===== src/rtl/pipelined_adder_subtractor.sv =====
// Pipelined two's-complement adder/subtractor.
// Resolves one CHUNK-bit slice per stage, with the carry registered between
// slices. A single advance enable gates every stage, which gives valid/ready
// backpressure. The final register holds sum and its flags.
module pipelined_adder_subtractor #(
   parameter int WIDTH  = 32,
   parameter int STAGES = 4
) (
   input  logic             clk,
   input  logic             rst_n,
   input  logic             in_valid,
   output logic             in_ready,
   input  logic [WIDTH-1:0] a,
   input  logic [WIDTH-1:0] b,
   input  logic             cin,
   input  logic             sub_en,
   output logic             out_valid,
   input  logic             out_ready,
   output logic [WIDTH-1:0] sum,
   output logic             cout,
   output logic             overflow,
   output logic             zero
);

   localparam int CHUNK = WIDTH / STAGES;
   // Number of intermediate stage registers. This is kept at least 1 so that
   // STAGES=1 still elaborates, although it leaves those registers unused.
   localparam int MID   = (STAGES > 1) ? STAGES - 1 : 1;

   // x carries a with the finished low slices overwritten by sum bits.
   // y carries b_eff.
   logic [WIDTH-1:0] x_q [MID];
   logic [WIDTH-1:0] y_q [MID];
   logic [WIDTH-1:0] x_d [MID];
   logic [WIDTH-1:0] y_d [MID];
   logic [MID-1:0]   c_q, c_d, v_q, v_d;

   logic [WIDTH-1:0] sum_q, sum_d;
   logic             cout_q, cout_d, ovf_q, ovf_d, zero_q, zero_d, valid_q, valid_d;
   logic             advance;

   assign advance   = !valid_q || out_ready;
   assign in_ready  = advance;
   assign out_valid = valid_q;
   assign sum       = sum_q;
   assign cout      = cout_q;
   assign overflow  = ovf_q;
   assign zero      = zero_q;

   // Per-stage slice addition; each stage's result feeds the next stage register.
   always_comb begin
      logic [WIDTH-1:0] xi;
      logic [WIDTH-1:0] yi;
      logic             ci;
      logic             vi;
      logic             a_msb;
      logic [CHUNK:0]   part;
      xi      = '0;
      yi      = '0;
      ci      = 1'b0;
      vi      = 1'b0;
      a_msb   = 1'b0;
      part    = '0;
      c_d     = '0;
      v_d     = '0;
      sum_d   = '0;
      cout_d  = 1'b0;
      ovf_d   = 1'b0;
      zero_d  = 1'b0;
      valid_d = 1'b0;
      for (int m = 0; m < MID; m++) begin
         x_d[m] = '0;
         y_d[m] = '0;
      end
      for (int k = 0; k < STAGES; k++) begin
         if (k == 0) begin
            // Idle inputs are zeroed so that they never reach state.
            vi = in_valid;
            xi = in_valid ? a : '0;
            yi = in_valid ? (b ^ {WIDTH{sub_en}}) : '0;
            ci = in_valid & (cin ^ sub_en);
         end else begin
            vi = v_q[k-1];
            xi = x_q[k-1];
            yi = y_q[k-1];
            ci = c_q[k-1];
         end
         a_msb = xi[WIDTH-1];
         part  = {1'b0, xi[k*CHUNK +: CHUNK]} + {1'b0, yi[k*CHUNK +: CHUNK]}
                 + {{CHUNK{1'b0}}, ci};
         xi[k*CHUNK +: CHUNK] = part[CHUNK-1:0];
         if (k < STAGES - 1) begin
            x_d[k] = xi;
            y_d[k] = yi;
            c_d[k] = part[CHUNK];
            v_d[k] = vi;
         end else begin
            sum_d   = xi;
            cout_d  = part[CHUNK];
            // The carry into the MSB is recovered as a ^ b_eff ^ sum at that bit.
            ovf_d   = a_msb ^ yi[WIDTH-1] ^ xi[WIDTH-1] ^ part[CHUNK];
            // zero is forced low for bubbles so that it is only ever set together with valid.
            zero_d  = vi && (xi == '0);
            valid_d = vi;
         end
      end
   end

   // Stage and output registers, all gated by the global advance enable.
   always_ff @(posedge clk or negedge rst_n) begin
      if (!rst_n) begin
         for (int m = 0; m < MID; m++) begin
            x_q[m] <= '0;
            y_q[m] <= '0;
         end
         c_q     <= '0;
         v_q     <= '0;
         sum_q   <= '0;
         cout_q  <= 1'b0;
         ovf_q   <= 1'b0;
         zero_q  <= 1'b0;
         valid_q <= 1'b0;
      end else if (advance) begin
         for (int m = 0; m < MID; m++) begin
            x_q[m] <= x_d[m];
            y_q[m] <= y_d[m];
         end
         c_q     <= c_d;
         v_q     <= v_d;
         sum_q   <= sum_d;
         cout_q  <= cout_d;
         ovf_q   <= ovf_d;
         zero_q  <= zero_d;
         valid_q <= valid_d;
      end
   end

endmodule


===== config.mk =====
export PLATFORM = sky130hd
export DESIGN_NAME = pipelined_adder_subtractor
export DESIGN_NICKNAME = d
export VERILOG_FILES = /design/src/rtl/pipelined_adder_subtractor.sv
export SDC_FILE = /design/constraint.sdc
export NUM_CORES = 1
export LEC_CHECK = 0
export ABC_AREA = 1
export CAP_MARGIN = 20
export CORE_ASPECT_RATIO = 0.5
export CORE_MARGIN = 3
export CORE_UTILIZATION = 56
export CTS_CLUSTER_SIZE = 10
export DETAILED_ROUTE_END_ITERATION = 8
export PLACE_DENSITY_LB_ADDON = 0.08
export REMOVE_ABC_BUFFERS = 1
export SKIP_CTS_REPAIR_TIMING = 1
export SYNTH_ARGS = -nofsm -noshare
export SYNTH_HDL_FRONTEND = slang
export SYNTH_SLANG_ARGS = --single-unit
export TNS_END_PERCENT = 20

===== constraint.sdc =====
create_clock -name clk -period 2.3 [get_ports clk]
set_input_delay 0.345 -clock clk [delete_from_list [all_inputs] [get_ports clk]]
set_output_delay 0.345 -clock clk [all_outputs]
set_load 0.1 [all_outputs]

==> impl_metrics.ini, run 1 <==
[flow_run]
maxCapViolCount = 0

[routing]
ant_nets = 0
initialDrtViolationCount = 471
first_pass_iters = 6
viasPerCell = 5.14
vias = 6937
wl_per_cell_um = 14.0
drc_errors = 0
routed_wl_um = 19000

[floorplan]
coreArea_um2 = 14900
die_x_um = 184
rows = 31
die_h_um = 94.8
io_pins = 107
start_util_pct = 59.2
die-area_um2 = 17400

[timing]
slew_violations = 0
worst_slew_pin_slew_ps = 518
rsz0062_at_grt = false
setup_viol = 0
skew_ps = 10.9
final.setup.tns_ps = 0
hold_violations = 0
max_freq_mhz = 473
maxSlewHeadroom_pct = 65.5
whs_ps = 466
finalCriticalPeriod_ps = 2110
finalCritPeriodShare_pct = 91.9

[layout]
layout_commonest_cell = nand2_1
area_growth_pct = 20.5
fin_nets = 1245
num-fill-cells = 1181
utilization_pct = 71.3
diodes = 0
final_cell_mix = nand2_1 (412), dfrtp_1 (186), o21ai_0 (111)
drive_above_1_share_pct = 8.77

[global_route]
grt_pass1_wl_um = 32300
grt_overflow = 0
grt_max_degree = 64
grt_pass1_vias = 6784
antenna_found_initial = 0
track_usage_pct = 23.2

[setup_path]
worstSetupStartpointType = input pin
cp.arrival_ps = 2460
path_class = in -> reg
reg2reg_depth = 10
cp.required_ps = 2650
endpoint_kind = flop
cp_max_fo = 2
r2r_setup_slack_ps = 250
r2r-start = x_q[24]
rr_endpoint = zero

[power_and_ir_drop]
power_density_nw_per_um2 = 1350
p_leak_uw = 0.00543
ir_worst_vdd_mv = 1.04

[clock_network]
cts_buffers = 17
cts_max_path_buffers = 2
cts_tree = done
path_clk_slew_ps = 70
clock-sinks = 186
clock_latency_ps = 430
cts_root_buffer = clkbuf_16
cts_max_level = 4

[logic_synthesis]
yosysUniqueCellTypes = 33
synthCells = 1039
syn-cell-area_um2 = 8840
ys_warn_count = 0
avgSynthCellArea_um2 = 8.50
ys_seq_elements = 186
yosysSeqAreaShare_pct = 52.7

[run_status]
status = complete, no violations

[hold_path]
hold_path_class = in -> async

[placement]
gp_congestion = 0.912
io_buffers = 106
dp_hpwl_um = 12800
==> how the worst max path moves through the flow <==
stage,endpoint,start,cells after the start
after floorplan,v_q[0],out_valid,5
after global placement,c_q[0],b[0],11
after detailed placement,c_q[0],b[0],11
after CTS,c_q[0],b[0],11
after global routing,c_q[0],b[0],11
final,c_q[0],b[0],11
==> cells in the mapped netlist <==
| cell type | instances | area [um2] |
|---|---|---|
| a21boi_0 | 3 | 22.5 |
| a21o_1 | 1 | 7.51 |
| a21oi_1 | 26 | 130 |
| a21oi_2 | 1 | 8.76 |
| a31oi_1 | 4 | 25.0 |
| and2_1 | 1 | 6.26 |
| buf_2 | 24 | 120 |
| buf_4 | 9 | 67.6 |
| buf_6 | 3 | 33.8 |
| clkbuf_1 | 12 | 45.0 |
| dfrtp_1 | 186 | 4650 |
| fa_1 | 8 | 160 |
| ha_1 | 28 | 350 |
| inv_1 | 81 | 304 |
| inv_2 | 1 | 3.75 |
| nand2_1 | 412 | 1550 |
| nand2_2 | 1 | 6.26 |
| nand3_1 | 32 | 160 |
| nand3_2 | 1 | 10.0 |
| nand3b_1 | 6 | 45.0 |
| nand4_1 | 8 | 50.1 |
| nor2_1 | 27 | 101 |
| nor2_4 | 1 | 11.3 |
| nor3_1 | 1 | 5.00 |
| nor3b_1 | 2 | 15.0 |
| o21ai_0 | 112 | 561 |
| o21ai_1 | 2 | 10.0 |
| o21ai_2 | 1 | 8.76 |
| o21bai_1 | 2 | 15.0 |
| o22ai_1 | 9 | 56.3 |
| or2_2 | 1 | 6.26 |
| xnor2_1 | 28 | 245 |
| xor2_1 | 5 | 43.8 |
==> through the flow <==
stage	cell area (um2)	total power [uW]	instances	setup WS, ps
6_report	10600	14300	1350	187
5_1_grt	10600	15300	1350	23.3
3_5_place_dp	10000	11200	1317	-324
2_1_floorplan	8570	9550	991	-3610
3_3_place_gp	10000	11100	1317	-273
4_1_cts	10600	14400	1349	95.0
==> flip-flops by register name, indices dropped and copies added (netlist names) <==
signal	flops
sum_d	24
c_q	3
y_d	40
v_q	3
y_q	8
sum	32
x_q	24
cout	1
x_d	48
out_valid	1
overflow	1
zero	1
==> critical path, cell delays in order <==
cell,delay (ps)
clkdlybuf4s50_1,420
a21oi_1,150
o21ai_1,110
fa_2,420
fa_1,400
inv_1,90
nand3_1,60
nand2_1,100
nor3b_1,180
o21ai_0,90
o21ai_0,90
==> layer usage <==
| metal | GRT usage [%] | up-vias | share of wire [%] | wire [um] |
|---|---|---|---|---|
| li1 | - | 3498 | - | - |
| met1 | 33.4 | 3274 | 49 | 9260 |
| met2 | 36.9 | 151 | 46 | 8640 |
| met3 | 4.92 | 14 | 5.0 | 945 |
| met4 | 4.75 | 0 | 0.55 | 104 |
| met5 | 0 | - | 0 | 0 |
==> power breakdown <==
group          switching (uW)  leakage (uW)  total [uW]  internal (uW)
combinational            4430       0.00276        6120           1680
clock                    1350      0.000299        3120           1780
sequential                653       0.00238        5100           4450
total                    6430       0.00543       14300           7910
==> final cells by class <==
type | count | area [um2] | area share [%]
flip-flops and latches | 186 | 4650 | 43.7
multi-input cells | 723 | 3610 | 33.9
clock inverters | 13 | 180 | 1.69
well taps | 198 | 248 | 2.33
clock buffers | 19 | 443 | 4.16
inverters | 82 | 310 | 2.91
repair buffers | 129 | 1200 | 11.3
==> cell families (layout without fill, tap and decap cells) <==
kind of cell             count (synthesis)  in the layout  synth area share [%]
AND/OR/NAND/NOR                        493            493                  22.2
AO/OA/AOI/OAI                          161            161                  9.56
adder cells (fa/ha/maj)                 36             36                  5.78
buffers and inverters                  130            243                  6.50
XOR/XNOR                                33             33                  3.27
flip-flops                             186            186                  52.7
No activity file was read; power rests on OpenSTA's default activity.
==> run 2: changes to the inputs <==
--- a/config.mk
+++ b/config.mk
@@ -9,7 +9,7 @@
 export CAP_MARGIN = 20
 export CORE_ASPECT_RATIO = 0.5
 export CORE_MARGIN = 3
-export CORE_UTILIZATION = 56
+export CORE_UTILIZATION = 60
 export CTS_CLUSTER_SIZE = 10
 export DETAILED_ROUTE_END_ITERATION = 8
 export PLACE_DENSITY_LB_ADDON = 0.08
==> constraint.sdc (replaced) <==
create_clock -name clk -period 2.6 [get_ports clk]
set_input_delay 0.39 -clock clk [delete_from_list [all_inputs] [get_ports clk]]
set_output_delay 0.39 -clock clk [all_outputs]
set_load 0.1 [all_outputs]
==> impl_metrics.ini, run 2 (synthesis results as in run 1) <==
[run_status]
status = complete, no violations

[routing]
vias = 7057
initialDrtViolationCount = 660
first_pass_iters = 5
viasPerCell = 5.26
wl_per_cell_um = 14.2
drc_errors = 0
ant_nets = 0
routed_wl_um = 19000

[placement]
dp_hpwl_um = 12800
io_buffers = 106
gp_congestion = 0.942
postPlaceCellArea_um2 = 9970
dp.cells = 1309

[floorplan]
io_pins = 107
coreArea_um2 = 14000
die_x_um = 178
die-area_um2 = 16300
die_h_um = 91.8
rows = 30
start_util_pct = 63.3

[setup_path]
worst-path-stages = 11
crit_slowest_cell = fa_1
r2r-start = x_q[24]
path_common_cell = o21ai_0
crit_end = c_q[0]
rr_endpoint = overflow
r2r_setup_slack_ps = 490
cp.arrival_ps = 2620
worstSetupStartpointType = input pin
startpoint = b[0]
reg2reg_depth = 11
endpoint_kind = flop
path_cells = clkdlybuf4s50_1, a21oi_1, o21ai_0, fa_1, fa_1, inv_1, nand3_1, nand2_1, nor3b_1, o21ai_0, o21ai_0
path_delay_family = adder cells
cp.required_ps = 2950
critPathBufInv = 2
max_stage_delay_ps = 490
path_class = in -> reg
cp_max_fo = 2

[timing]
whs_ps = 467
slew_violations = 0
worst_slew_pin_slew_ps = 564
rsz0062_at_grt = false
maxSlewHeadroom_pct = 62.3
setup_viol = 0
finalCriticalPeriod_ps = 2270
hold_violations = 0
finalCritPeriodShare_pct = 87.3
skew_ps = 12.4
final.setup.tns_ps = 0
max_freq_mhz = 441

[clock_network]
cts_max_level = 4
clock_latency_ps = 440
cts_buffers = 17
cts_root_buffer = clkbuf_16
cts_max_path_buffers = 2
clock-sinks = 186
cts_tree = done
path_clk_slew_ps = 70

[layout]
area_growth_pct = 19.6
finalInstanceArea_um2 = 10600
diodes = 0
layout_commonest_cell = nand2_1
fin_nets = 1243
drive_above_1_share_pct = 8.61
final_cell_mix = nand2_1 (412), dfrtp_1 (186), o21ai_0 (112)
instances_no_fill = 1342
largest_reg_flops = 48

[global_route]
antenna_found_initial = 0
grt_max_degree = 83
grt_overflow = 0
grt_pass1_vias = 6706
track_usage_pct = 24.5
grt_pass1_wl_um = 32200

[power_and_ir_drop]
power_density_nw_per_um2 = 1180
total_power_uw = 12400
p_leak_uw = 0.00540
ir_worst_vdd_mv = 0.891

[hold_path]
hold_path_class = in -> async

[flow_run]
maxCapViolCount = 0
run 2: cell count changes in the layout (fill, tap and decap cells not counted), sizes merged:
cell / previous run / this run
clkinv: 1 / 5
bufinv: 3 / 0
buf: 61 / 59
clkinvlp: 2 / 1
run 2: per-layer routing:
layer  part of all wire [%]  up-vias  GRT usage [%]  wire length [um]
met4                    1.6        0           7.57               295
met5                      0        -              0                 0
met2                     46      168           37.5              8740
li1                       -     3491              -                 -
met3                    5.0       31           4.67               948
met1                     47     3367           35.9              9030
run 2: worst register-to-register path: stages (launching register included):
cell	delay [ps]
dfrtp_1	410
fa_1	470
inv_1	90
fa_1	200
inv_1	70
nand3_1	100
nand2_1	90
and2_1	170
nor2_1	150
nand3_1	120
nand3_1	90
nand2_1	60
run 2: worst min path at each step:
stage / end / depth (start not counted)
global route: sum_d[0] / 2
floorplan: c_q[0] / 0
global placement: x_d[55] / 1
detailed placement: sum[22] / 1
finish: x_d[55] / 2
CTS: x_d[51] / 1
run 2: through the flow:
step	worst slack, ps	utilization (%)
2_1_floorplan	-3310	-
3_3_place_gp	-24.3	71.4
3_5_place_dp	-116	71.4
4_1_cts	335	75.6
5_1_grt	156	75.7
6_report	331	75.7
run 2: cell type report:
cell class	instances	area (um2)
clock inverter	13	128
multi-input combinational	723	3610
timing repair buffer	127	1170
tap	192	240
inverter	82	310
sequential	186	4650
fill	1034	3400
clock buffer	19	453
run 2: report_power, final:
| part | leakage [uW] | internal (uW) | switching, uW | total [uW] |
|---|---|---|---|---|
| sequential | 0.00238 | 3940 | 583 | 4520 |
| combinational | 0.00275 | 1470 | 3910 | 5380 |
| clock | 0.000284 | 1320 | 1230 | 2550 |
| total | 0.00540 | 6730 | 5720 | 12400 |
==> run 3: changes to the inputs <==
--- a/config.mk
+++ b/config.mk
@@ -9,13 +9,12 @@
 export CAP_MARGIN = 20
 export CORE_ASPECT_RATIO = 0.5
 export CORE_MARGIN = 3
-export CORE_UTILIZATION = 60
+export CORE_UTILIZATION = 56
 export CTS_CLUSTER_SIZE = 10
 export DETAILED_ROUTE_END_ITERATION = 8
-export PLACE_DENSITY_LB_ADDON = 0.08
+export PLACE_DENSITY_LB_ADDON = 0.1
 export REMOVE_ABC_BUFFERS = 1
 export SKIP_CTS_REPAIR_TIMING = 1
 export SYNTH_ARGS = -nofsm -noshare
 export SYNTH_HDL_FRONTEND = slang
 export SYNTH_SLANG_ARGS = --single-unit
-export TNS_END_PERCENT = 20
==> constraint.sdc (replaced) <==
create_clock -name clk -period 2.4 [get_ports clk]
set_input_delay 0.36 -clock clk [delete_from_list [all_inputs] [get_ports clk]]
set_output_delay 0.36 -clock clk [all_outputs]
set_load 0.1 [all_outputs]
==> impl_metrics.ini, run 3 (synthesis results as in run 1) <==
[floorplan]
die_x_um = 184
coreArea_um2 = 14900
io_pins = 107
rows = 31
die-area_um2 = 17400
start_util_pct = 59.2
die_h_um = 94.8

[setup_path]
reg2reg_depth = 10
path_class = in -> reg
critPathBufInv = 2
path_delay_family = adder cells
max_stage_delay_ps = 490
cp.required_ps = 2740
rr_endpoint = zero
crit_slowest_cell = fa_1
startpoint = b[0]
path_common_cell = o21ai_0
endpoint_kind = flop
path_cells = clkdlybuf4s50_1, a21oi_1, o21ai_0, fa_1, fa_1, inv_1, nand3_1, nand2_1, nor3b_1, o21ai_0, o21ai_0
worstSetupStartpointType = input pin
cp_max_fo = 2
cp.arrival_ps = 2540
r2r_setup_slack_ps = 370
r2r-start = x_q[24]

[layout]
multi_input_area_um2 = 3610
layout_commonest_cell = nand2_1
drive_above_1_share_pct = 8.20
finalInstanceArea_um2 = 10600
largest_reg_flops = 48
final_cell_mix = nand2_1 (412), dfrtp_1 (186), o21ai_0 (112)
area_growth_pct = 19.7
num-fill-cells = 1179
diodes = 0
register_area_um2 = 4650
instances_no_fill = 1345
fin_nets = 1240

[placement]
gp_congestion = 0.939
io_buffers = 106
postPlaceCellArea_um2 = 9970
dp.cells = 1312
dp_hpwl_um = 12700

[timing]
whs_ps = 458
max_freq_mhz = 455
worst_slew_pin_slew_ps = 567
hold_violations = 0
skew_ps = 12.3
rsz0062_at_grt = false
finalCritPeriodShare_pct = 91.6
slew_violations = 0
setup_viol = 0
maxSlewHeadroom_pct = 62.1
finalCriticalPeriod_ps = 2200

[hold_path]
hold_start = in_valid
hold_depth = 4
hold_path_end = x_q[72]
hold_path_class = in -> reg

[clock_network]
clock-sinks = 186
cts_tree = done
path_clk_slew_ps = 70
cts_buffers = 17
cts_root_buffer = clkbuf_16
cts_max_level = 4
cts_max_path_buffers = 2
clock_latency_ps = 430

[routing]
drc_errors = 0
initialDrtViolationCount = 412
wl_per_cell_um = 14.2
first_pass_iters = 5
ant_nets = 0
vias = 6957
viasPerCell = 5.17
routed_wl_um = 19100

[flow_run]
maxCapViolCount = 0

[run_status]
status = complete, no violations

[power_and_ir_drop]
p_leak_uw = 0.00539
power_density_nw_per_um2 = 1290
total_power_uw = 13600
ir_worst_vdd_mv = 0.679

[global_route]
antenna_found_initial = 0
grt_overflow = 0
grt_max_degree = 88
track_usage_pct = 23.2
grt_pass1_wl_um = 32200
grt_pass1_vias = 6660
run 3: cell types whose count changed in the layout (fill, tap and decap cells not counted):
cell and delta:
buf_4 -4, bufinv_16 +2, buf_12 +1, clkbuf_1 +2, clkinv_8 -1, clkinv_4 -2, clkinvlp_4 +2, clkbuf_8 -2
inv_8 -1
run 3: final cells by class:
class,count,area share (%)
Sequential cell,186,44.0
Multi-Input combinational cell,723,34.1
Timing Repair Buffer,124,11.0
Clock buffer,19,4.09
Inverter,82,2.93
Tap cell,198,2.34
Clock inverter,13,1.49
run 3: where the power goes:
group / internal [uW] / leakage [uW] / switching [uW] / total (uW)
Sequential: 4270 / 0.00238 / 638 / 4900
Combinational: 1600 / 0.00274 / 4250 / 5850
Clock: 1570 / 0.000279 / 1290 / 2860
run 3: worst max-delay path by stage:
stage               cells after the start  endpoint
finish                                 11    c_q[0]
global route                           11    c_q[0]
CTS                                    11    c_q[0]
detailed placement                     11    c_q[0]
global placement                       11    c_q[0]
floorplan                               5    v_q[0]
run 3: metrics by stage:
step	utilization (%)	setup slack (ps)	TNS, ps
2_1_floorplan	-	-3510	-459530
3_3_place_gp	66.8	-177	-362
3_5_place_dp	66.8	-227	-584
4_1_cts	70.7	216	0
5_1_grt	70.8	16.7	0
6_report	70.8	203	0
run 3: tightest hold or removal path: stages:
cell and delay (ps):
buf_2 120, buf_4 200, nand3_1 80, o21ai_0 70
run 3: routing by layer:
layer	wire length, um	GRT usage (%)
met5	0	0
met4	176	6.52
met1	9140	33.1
met2	8900	37.5
met3	848	3.62
